[src/rtl/mfm_pkg.sv]
// Shared definitions for the MFM sector read path: FSM states, status codes,
// address-mark constants and the bytewise CRC-CCITT step.
package mfm_pkg;

  typedef enum logic [2:0] {
    IDLE      = 3'd0,
    SEEK_HDR  = 3'd1,
    WAIT_DAM  = 3'd2,
    CHK_DAM   = 3'd3,
    READ_DATA = 3'd4,
    READ_CRC  = 3'd5,
    FINISH    = 3'd6
  } state_t;

  typedef enum logic [1:0] {
    STATUS_OK        = 2'b00,
    STATUS_NOT_FOUND = 2'b01,
    STATUS_DATA_CRC  = 2'b10
  } status_t;

  localparam logic [7:0]  DATA_MARK  = 8'hFB;
  // CRC state after the three A1 sync bytes, starting from 0xFFFF
  localparam logic [15:0] CRC_PRESET = 16'hCDB4;
  localparam logic [15:0] CRC_POLY   = 16'h1021;

  function automatic logic [15:0] crc16_byte(input logic [15:0] crc, input logic [7:0] data);
    logic [15:0] c;
    c = crc;
    for (int i = 7; i >= 0; i--) begin
      if (c[15] ^ data[i]) begin
        c = {c[14:0], 1'b0} ^ CRC_POLY;
      end else begin
        c = {c[14:0], 1'b0};
      end
    end
    return c;
  endfunction

endpackage

[src/rtl/crc16_ccitt.sv]
// Byte-wide CRC-CCITT register with preset; o_CrcNext is the value the
// register would take if i_Enable were asserted this cycle.
module crc16_ccitt
  import mfm_pkg::*;
(
  input  logic        i_Clk,
  input  logic        i_Reset,
  input  logic        i_Preset,
  input  logic        i_Enable,
  input  logic [7:0]  i_Data,
  output logic [15:0] o_CrcNext
);

  logic [15:0] crc_r;
  logic [15:0] base_s;

  // Preset and enable together fold the byte into the preset value
  always_comb begin
    base_s    = i_Preset ? CRC_PRESET : crc_r;
    o_CrcNext = crc16_byte(base_s, i_Data);
  end

  // CRC state register
  always_ff @(posedge i_Clk) begin
    if (i_Reset) begin
      crc_r <= 16'h0000;
    end else if (i_Enable) begin
      crc_r <= o_CrcNext;
    end else if (i_Preset) begin
      crc_r <= CRC_PRESET;
    end else begin
      crc_r <= crc_r;
    end
  end

endmodule

[src/rtl/sector_read_ctrl.sv]
// Sector read controller: searches for a matching header, validates the data
// address mark, streams the payload and checks its CRC.
module sector_read_ctrl
  import mfm_pkg::*;
#(
  parameter int MAX_REVS   = 2,
  parameter int DAM_WINDOW = 43
) (
  input  logic       i_Clk,
  input  logic       i_Reset,
  input  logic       i_Start,
  input  logic [7:0] i_Track,
  input  logic [7:0] i_Side,
  input  logic [7:0] i_Sector,
  input  logic       i_Index,
  input  logic       i_HdrValid,
  input  logic       i_HdrCRCError,
  input  logic [7:0] i_HdrTrack,
  input  logic [7:0] i_HdrSide,
  input  logic [7:0] i_HdrSector,
  input  logic [7:0] i_HdrSize,
  input  logic       i_Sync,
  input  logic [7:0] i_Data,
  input  logic       i_Valid,
  output logic       o_Busy,
  output logic       o_Done,
  output logic [1:0] o_Status,
  output logic [7:0] o_Byte,
  output logic       o_ByteValid,
  output logic [9:0] o_ByteIndex
);

  localparam logic [7:0] MAX_REVS_C = 8'(MAX_REVS);
  localparam logic [7:0] DAM_WIN_C  = 8'(DAM_WINDOW);

  state_t      state_r, state_s;
  status_t     status_r, status_s;
  logic [7:0]  tgt_track_r, tgt_track_s;
  logic [7:0]  tgt_side_r, tgt_side_s;
  logic [7:0]  tgt_sector_r, tgt_sector_s;
  logic [1:0]  size_r, size_s;
  logic [7:0]  rev_cnt_r, rev_cnt_s;
  logic [7:0]  win_cnt_r, win_cnt_s;
  logic [9:0]  byte_cnt_r, byte_cnt_s;
  logic        crc_cnt_r, crc_cnt_s;
  logic        busy_r, busy_s;
  logic        done_r, done_s;
  logic [7:0]  byte_r, byte_s;
  logic        byte_valid_r, byte_valid_s;
  logic [9:0]  byte_index_r, byte_index_s;
  logic        crc_preset_s, crc_en_s;
  logic [15:0] crc_next_s;
  logic        hdr_match_s, rev_limit_s;
  logic [10:0] total_s;
  logic [9:0]  last_idx_s;

  crc16_ccitt u_crc (
    .i_Clk     (i_Clk),
    .i_Reset   (i_Reset),
    .i_Preset  (crc_preset_s),
    .i_Enable  (crc_en_s),
    .i_Data    (i_Data),
    .o_CrcNext (crc_next_s)
  );

  // Next-state and datapath decisions
  always_comb begin
    state_s      = state_r;
    status_s     = status_r;
    tgt_track_s  = tgt_track_r;
    tgt_side_s   = tgt_side_r;
    tgt_sector_s = tgt_sector_r;
    size_s       = size_r;
    rev_cnt_s    = rev_cnt_r;
    win_cnt_s    = win_cnt_r;
    byte_cnt_s   = byte_cnt_r;
    crc_cnt_s    = crc_cnt_r;
    done_s       = 1'b0;
    byte_s       = byte_r;
    byte_valid_s = 1'b0;
    byte_index_s = byte_index_r;
    crc_preset_s = 1'b0;
    crc_en_s     = 1'b0;

    hdr_match_s = i_HdrValid && !i_HdrCRCError && (i_HdrSize <= 8'd3) &&
                  (i_HdrTrack == tgt_track_r) && (i_HdrSide == tgt_side_r) &&
                  (i_HdrSector == tgt_sector_r);
    rev_limit_s = i_Index && ((rev_cnt_r + 8'd1) >= MAX_REVS_C);
    total_s     = 11'd128 << size_r;
    last_idx_s  = 10'(total_s - 11'd1);

    case (state_r)
      IDLE: begin
        if (i_Start) begin
          tgt_track_s  = i_Track;
          tgt_side_s   = i_Side;
          tgt_sector_s = i_Sector;
          rev_cnt_s    = 8'd0;
          status_s     = STATUS_OK;
          state_s      = SEEK_HDR;
        end else begin
          state_s = IDLE;
        end
      end
      SEEK_HDR: begin
        if (hdr_match_s) begin
          size_s    = i_HdrSize[1:0];
          win_cnt_s = 8'd0;
          state_s   = WAIT_DAM;
        end else if (rev_limit_s) begin
          status_s = STATUS_NOT_FOUND;
          done_s   = 1'b1;
          state_s  = FINISH;
        end else if (i_Index) begin
          rev_cnt_s = rev_cnt_r + 8'd1;
        end else begin
          state_s = SEEK_HDR;
        end
      end
      WAIT_DAM: begin
        if (i_Sync) begin
          state_s = CHK_DAM;
        end else if (rev_limit_s) begin
          status_s = STATUS_NOT_FOUND;
          done_s   = 1'b1;
          state_s  = FINISH;
        end else begin
          if (i_Index) begin
            rev_cnt_s = rev_cnt_r + 8'd1;
          end else begin
            rev_cnt_s = rev_cnt_r;
          end
          if (i_Valid) begin
            if ((win_cnt_r + 8'd1) >= DAM_WIN_C) begin
              state_s = SEEK_HDR;
            end else begin
              win_cnt_s = win_cnt_r + 8'd1;
            end
          end else begin
            win_cnt_s = win_cnt_r;
          end
        end
      end
      CHK_DAM: begin
        crc_preset_s = 1'b1;
        if (i_Valid) begin
          if (i_Data == DATA_MARK) begin
            crc_en_s   = 1'b1;
            byte_cnt_s = 10'd0;
            state_s    = READ_DATA;
          end else begin
            state_s = SEEK_HDR;
          end
        end else begin
          state_s = CHK_DAM;
        end
      end
      READ_DATA: begin
        if (i_Valid) begin
          crc_en_s     = 1'b1;
          byte_s       = i_Data;
          byte_valid_s = 1'b1;
          byte_index_s = byte_cnt_r;
          if (byte_cnt_r == last_idx_s) begin
            crc_cnt_s = 1'b0;
            state_s   = READ_CRC;
          end else begin
            byte_cnt_s = byte_cnt_r + 10'd1;
          end
        end else begin
          state_s = READ_DATA;
        end
      end
      READ_CRC: begin
        if (i_Valid) begin
          crc_en_s = 1'b1;
          if (crc_cnt_r) begin
            status_s = (crc_next_s == 16'h0000) ? STATUS_OK : STATUS_DATA_CRC;
            done_s   = 1'b1;
            state_s  = FINISH;
          end else begin
            crc_cnt_s = 1'b1;
          end
        end else begin
          state_s = READ_CRC;
        end
      end
      FINISH: begin
        state_s = IDLE;
      end
      default: begin
        state_s = IDLE;
      end
    endcase

    busy_s = (state_s != IDLE);
  end

  // State and registered outputs
  always_ff @(posedge i_Clk) begin
    if (i_Reset) begin
      state_r      <= IDLE;
      status_r     <= STATUS_OK;
      tgt_track_r  <= 8'd0;
      tgt_side_r   <= 8'd0;
      tgt_sector_r <= 8'd0;
      size_r       <= 2'd0;
      rev_cnt_r    <= 8'd0;
      win_cnt_r    <= 8'd0;
      byte_cnt_r   <= 10'd0;
      crc_cnt_r    <= 1'b0;
      busy_r       <= 1'b0;
      done_r       <= 1'b0;
      byte_r       <= 8'd0;
      byte_valid_r <= 1'b0;
      byte_index_r <= 10'd0;
    end else begin
      state_r      <= state_s;
      status_r     <= status_s;
      tgt_track_r  <= tgt_track_s;
      tgt_side_r   <= tgt_side_s;
      tgt_sector_r <= tgt_sector_s;
      size_r       <= size_s;
      rev_cnt_r    <= rev_cnt_s;
      win_cnt_r    <= win_cnt_s;
      byte_cnt_r   <= byte_cnt_s;
      crc_cnt_r    <= crc_cnt_s;
      busy_r       <= busy_s;
      done_r       <= done_s;
      byte_r       <= byte_s;
      byte_valid_r <= byte_valid_s;
      byte_index_r <= byte_index_s;
    end
  end

  assign o_Busy      = busy_r;
  assign o_Done      = done_r;
  assign o_Status    = status_r;
  assign o_Byte      = byte_r;
  assign o_ByteValid = byte_valid_r;
  assign o_ByteIndex = byte_index_r;

endmodule

[config.mk]
export PLATFORM = sky130hd
export DESIGN_NAME = sector_read_ctrl
export DESIGN_NICKNAME = d
export VERILOG_FILES = /design/src/rtl/mfm_pkg.sv /design/src/rtl/crc16_ccitt.sv /design/src/rtl/sector_read_ctrl.sv
export SDC_FILE = /design/constraint.sdc
export NUM_CORES = 1
export LEC_CHECK = 0
export BUFFER_PORTS_ARGS = -buffer_cell sky130_fd_sc_hd__buf_2
export CORE_ASPECT_RATIO = 0.75
export CORE_UTILIZATION = 45
export DETAILED_ROUTE_END_ITERATION = 12
export PLACE_DENSITY_LB_ADDON = 0.12
export SLEW_MARGIN = 30
export SYNTH_ARGS = -nofsm -noshare
export SYNTH_HDL_FRONTEND = slang
export SYNTH_SLANG_ARGS = --single-unit
[constraint.sdc]
create_clock -name i_Clk -period 7.9 [get_ports i_Clk]
set_clock_uncertainty 0.1 [all_clocks]
set_input_delay 0.395 -clock i_Clk [delete_from_list [all_inputs] [get_ports i_Clk]]
set_output_delay 0.395 -clock i_Clk [all_outputs]
set_load 0.01 [all_outputs]
==> flow_summary.ini, run 1 <==
[status]
status = finished clean

[drt]
vias_per_cell = 5.35
firstDrtPassIters = 5
num_vias = 4351
initialDrtViolationCount = 305
routed_wl_um = 11500
dr_wl_met3_um = 704
dr.max_layer_used = met4
wl_met2_um = 5260
wl_met1_um = 5380
avgRoutedWirePerCell_um = 14.1
drc_errors = 0
ant_nets = 0

[logic_synthesis]
netlist.area_leader.share_pct = 39.6
synth_area_um2 = 4810
ys_async_sr_fraction_pct = 0
yosys.area.top_type = dfxtp_1
ys_seq_area_share_pct = 39.6
synth-seq-cells = 95
synth_enable_flop_cells = 0
synth_area_per_cell_um2 = 7.96
synth_nets = 681
synth.distinct_cells = 60
ys.flop_type = dfxtp_1
syn_inst = 604
synthTopCellsByArea = dfxtp_1 40%, nand2_1 9.0%, a21oi_1 7.2%
yosys_warnings = 0

[sta]
hold_viol_final = 0
tns_ns = 0
report.final.slew_viol_count = 0
post-route-period-util_pct = 36.5
slew_headroom_pct = 37.2
setup_viol = 0
finalCriticalPeriod_ns = 2.88
hold_ws_ns = 0.189
setup_slack_ns = 5.02
grt_setup_unrepaired = no
clock.fmax_mhz = 347
worstMarginPinSlew_ns = 0.939

[final_layout]
nNetsFinal = 751
final_cell_mix = 115 x nand2_1, 95 x dfxtp_1, 94 x buf_2
area_growth_pct = 16.1
stdcell_count = 814
diodes = 0
layout_commonest_cell = nand2_1
drive_above_1_share_pct = 17.4

[worst_setup_path]
cp-end-kind = register
required_ns = 7.98
crit_fanout = 12
crit_type = register to register
critPathArrivalTime_ns = 2.96
cp-start-kind = register

[grt]
grt_usage_pct = 22.0
grt_overflow_total = 0
grt_max_degree = 75
antenna_found_initial = 0
grt_pass1_vias = 4141
grt_pass1_wl_um = 19600

[place]
dp_slack_ns = 5.08
gp_congestion = 0.822
portBuffers = 94
dp_cells = 799
dp_hpwl_um = 8240

[job]
max_cap_viol_count = 0

[die]
num_rows = 32
dieArea_um2 = 11100
ios = 95
die_y_um = 91.5
initial_core_util_pct = 46.5
die_w_um = 121
core_region_area_um2 = 10300

[clock_network]
clock_latency_ns = 0.34
h-tree-depth = 3
clkSinkCount = 95
ctsHoldBuffers = 0
clk_pin_slew_ns = 0.07
cts-root-buf = clkbuf_16
clock_path_buffers = 2
numCtsBuffers = 9
cts_resized = 0
cts_setup_buffers = 0
cts_tree = built

[power_and_ir_drop]
fin_total_pwr_mw = 1.05
peakVddDrop_mv = 0.106
power_density_nw_per_um2 = 189
cellLeakagePower_nw = 2.22

[hold_path]
hold_class = primary input to register
metal layers:
metal,up-vias,track usage (%)
met5,-,0
met4,0,6.38
met3,14,6.60
met2,100,34.5
met1,2023,29.0
li1,2214,-
flip-flops by register name, summed over array words and instances (netlist names), 2 cells and up:
| signal | cells |
|---|---|
| size_r | 2 |
| o_Byte | 8 |
| win_cnt_r | 8 |
| tgt_sector_r | 8 |
| byte_cnt_r | 10 |
| tgt_side_r | 8 |
| o_ByteIndex | 10 |
| rev_cnt_r | 8 |
| u_crc.crc_r | 16 |
| state_r | 3 |
| o_Status | 2 |
| tgt_track_r | 8 |
final cells by class:
| cell class | count | area [um^2] |
|---|---|---|
| fillers | 1003 | 4750 |
| multi-input cells | 461 | 2720 |
| flip-flops and latches | 95 | 1900 |
| repair buffers | 97 | 493 |
| clock buffers | 10 | 229 |
| well taps | 136 | 170 |
| inverters | 10 | 37.5 |
| clock inverters | 5 | 35.0 |
where the power goes:
part / leakage [nW] / switching [mW] / internal, mW / total [mW]
registers: 0.770 / 0.0138 / 0.495 / 0.509
clock network: 0.129 / 0.183 / 0.212 / 0.396
logic: 1.32 / 0.0855 / 0.0631 / 0.149
synth_stat cells (4+ instances only):
| cell type | number |
|---|---|
| xnor2_1 | 37 |
| a31oi_1 | 4 |
| a211oi_1 | 9 |
| xor2_1 | 28 |
| o21ai_1 | 5 |
| nand3_1 | 13 |
| o21ai_0 | 10 |
| o22ai_1 | 5 |
| a21oi_1 | 69 |
| nor4b_1 | 6 |
| nand2_1 | 115 |
| clkbuf_1 | 32 |
| and3_1 | 5 |
| nor2_1 | 45 |
| dfxtp_1 | 95 |
| inv_1 | 10 |
| and2_1 | 13 |
| nand4_1 | 8 |
| nand2b_1 | 6 |
| nor3_1 | 9 |
| nor4_1 | 10 |
| ha_1 | 5 |
| o21a_1 | 4 |
| buf_2 | 4 |
path summary, 6_finish.rpt:
kind                                startpoint               to  slack [ns]  cells after the start
worst max-delay path              rev_cnt_r[1]           o_Busy        5.02                     10
worst min-delay path               i_Sector[2]  tgt_sector_r[2]        0.19                      3
worst max register to register    rev_cnt_r[1]           o_Busy        5.02                     10
worst min register to register  o_ByteIndex[5]   o_ByteIndex[5]        0.35                      2
worst max-delay path, cell delays in order (launching register included):
cell      delay [ns]
dfxtp_1         0.38
inv_1           0.06
ha_1            0.26
nor2b_1         0.21
nor4b_1         0.37
a311oi_1        0.12
nor4b_1         0.33
buf_4           0.24
a21oi_1         0.08
a211oi_1        0.35
a41oi_1         0.22
metrics by stage:
step	cell area, um^2	util (%)
after floorplan	4810	-
after global placement	5320	51.5
after detailed placement	5320	51.5
after CTS	5580	54.0
after global routing	5580	54.0
final	5580	54.0
cell families (layout without fill, tap and decap cells):
| family | after synthesis | after routing | synth area share (%) |
|---|---|---|---|
| simple gates | 258 | 258 | 26.0 |
| compound gates | 129 | 129 | 16.5 |
| mux | 3 | 3 | 0.625 |
| buf+inv | 48 | 122 | 4.01 |
| fa+ha+maj | 6 | 6 | 1.54 |
| flops | 95 | 95 | 39.6 |
| xor+xnor | 65 | 65 | 11.8 |
Note: power is estimated with default switching activity, not from simulation.
==> run 2, diff against run 1 <==
- ABC_AREA: not set -> 1
- clock period: 7.9 -> 2.6 ns (I/O delays scaled with it)
==> run 2 against run 1 <==
  * Routed wire length increased by 17%
  * Global-route usage increased by 1.1 points
  * Combinational power increased to 13 times the previous value
  * Utilization increased by 2.7 points
  * Via count increased by 20%
  * Critical path type unchanged
  * Critical endpoint is now o_Status[1]
  * Largest power group unchanged
  * Highest routed layer unchanged
==> flow_summary.ini, run 2 <==
[status]
status = finished clean

[worst_setup_path]
cp-end-kind = register
cp-start-kind = register
crit_type = register to register
rr_worst_depth = 14
required_ns = 2.73
crit_fanout = 32
critPathArrivalTime_ns = 2.39

[logic_synthesis]
synth_nets = 864
synth_area_um2 = 5250
synth_enable_flop_cells = 0
yosys.area.top_type = dfxtp_1
synth-seq-cells = 95
synth_area_per_cell_um2 = 6.67
yosys_warnings = 0
ys_seq_area_share_pct = 36.3
netlist.area_leader.share_pct = 36.3
synth.distinct_cells = 37
synthTopCellsByArea = dfxtp_1 36%, nand2_1 12%, inv_1 7.7%
ys.flop_type = dfxtp_1
synth_most_common_cell = nand2_1
synthTopCellsByCount = 172 x nand2_1, 107 x inv_1, 95 x dfxtp_1
syn_inst = 787
ys_async_sr_fraction_pct = 0

[sta]
clock.fmax_mhz = 441
finalCriticalPeriod_ns = 2.27
setup_viol = 0
hold_viol_final = 0
tns_ns = 0
grt_setup_unrepaired = no
post-route-period-util_pct = 87.1
worstMarginPinSlew_ns = 0.593
slew_headroom_pct = 60.2
report.final.slew_viol_count = 0

[clock_network]
clkSinkCount = 95
h-tree-depth = 3
cts_setup_buffers = 0
clk_pin_slew_ns = 0.07
clock_latency_ns = 0.35
clock_path_buffers = 2
cts-root-buf = clkbuf_16
numCtsBuffers = 9
cts_tree = built

[grt]
grt_pass1_wl_um = 22100
grt_pass1_vias = 4853
grt_usage_pct = 23.1
grt_max_degree = 49
antenna_found_initial = 0
grt_overflow_total = 0

[final_layout]
area_growth_pct = 20.5
diodes = 0
layout_commonest_cell = nand2_1
stdcell_area_um2 = 6320
largest_reg_flops = 16
nNetsFinal = 975
top_register = u_crc.crc_r
final_cell_mix = 172 x nand2_1, 107 x inv_1, 95 x dfxtp_1
drive_above_1_share_pct = 17.7

[drt]
ant_nets = 0
num_vias = 5206
vias_per_cell = 4.99
avgRoutedWirePerCell_um = 12.9
routed_wl_um = 13500
firstDrtPassIters = 4
drc_errors = 0
initialDrtViolationCount = 289

[power_and_ir_drop]
peakVddDrop_mv = 0.453
cellLeakagePower_nw = 3.13
power_density_nw_per_um2 = 811

[die]
ios = 95
initial_core_util_pct = 47.1
die_y_um = 95.5
core_region_area_um2 = 11100
num_rows = 33
die_w_um = 127
dieArea_um2 = 12100

[place]
dp_hpwl_um = 9850
placed_area_um2 = 5790
gp_congestion = 0.840
portBuffers = 94

[job]
max_cap_viol_count = 0

[hold_path]
hold_class = primary input to register
hold_depth = 3
-- run 2: cell count changes in the layout (fill, tap and decap cells not counted), moves of 13 or more --
cell	previous run	this run
nand2_1	115	172
nor2_1	45	92
nand3_1	13	52
inv_1	10	107
xnor2_1	37	6
nand2_2	0	18
dlygate4sd3_1	0	25
and2_1	13	0
o21ai_0	10	59
-- run 2: metrics by stage --
stage / util, % / power [mW] / worst slack, ns / std cells / hold WS [ns]
4_1_cts: 56.7 / 5.15 / 0.334 / 1043 / 0.000591
6_report: 56.7 / 5.13 / 0.334 / 1043 / 0.00374
5_1_grt: 56.7 / 5.50 / 0.0960 / 1043 / 0.0142
3_3_place_gp: 52.0 / 3.78 / 0.441 / 1002 / 0.308
2_1_floorplan: - / 3.39 / 0.757 / 787 / 0.114
3_5_place_dp: 52.0 / 3.84 / 0.352 / 1002 / 0.323
-- run 2: kinds of logic (layout without fill, tap and decap cells) --
family | count (synthesis) | count (layout) | share of synthesized area [%]
buffers and inverters | 140 | 256 | 11.0
xor gates and xnor gates | 32 | 32 | 5.49
AOI/OAI and AO/OA | 144 | 144 | 14.5
adders and majority gates | 5 | 5 | 1.19
DFF | 95 | 95 | 36.3
and+or+nand+nor | 371 | 371 | 31.5
-- run 2: timing repair --
action	CTS	global route
gates resized for setup	0	0
hold endpoints to repair	25	0
hold buffers	25	0
-- run 2: critical path: stages, from the launching register on --
cell and delay, ns:
dfxtp_1 0.39, inv_2 0.15, nand3_4 0.33, nand2_1 0.23, nand2_1 0.08, nand2_1 0.11, nand2_1 0.11, nand2_2 0.12
nand2_1 0.06, nand2_1 0.08, nand2_1 0.06, nor2_1 0.11, nand3_1 0.09, nand2_1 0.08, a21oi_2 0.05
-- run 2: report_power, final --
part | leakage (nW) | switching [mW] | internal [mW]
Clock | 0.129 | 0.612 | 0.658
Combinational | 2.23 | 1.22 | 0.682
Sequential | 0.774 | 0.201 | 1.76
Total | 3.13 | 2.03 | 3.10
-- run 2: path summary, 6_finish.rpt --
kind	start	end	slack (ns)
min	i_Side[7]	tgt_side_r[7]	0.004
max reg2reg	state_r[2]	o_Status[1]	0.33
max	state_r[2]	o_Status[1]	0.33
min reg2reg	tgt_sector_r[5]	tgt_sector_r[5]	0.36
-- run 2: layout make-up --
type	instances	area, um^2
repair buffers	125	766
fillers	1067	4820
clock buffers	9	225
well taps	140	175
clock inverters	7	53.8
inverters	115	434
multi-input cells	552	2770
flip-flops and latches	95	1900
-- run 2: per-layer routing --
layer / up-vias / global-route usage [%] / routed length (um)
li1: 2725 / - / -
met1: 2339 / 29.5 / 6750
met2: 130 / 39.3 / 5770
met3: 12 / 6.06 / 794
met4: 0 / 5.56 / 140
met5: - / 0 / 0
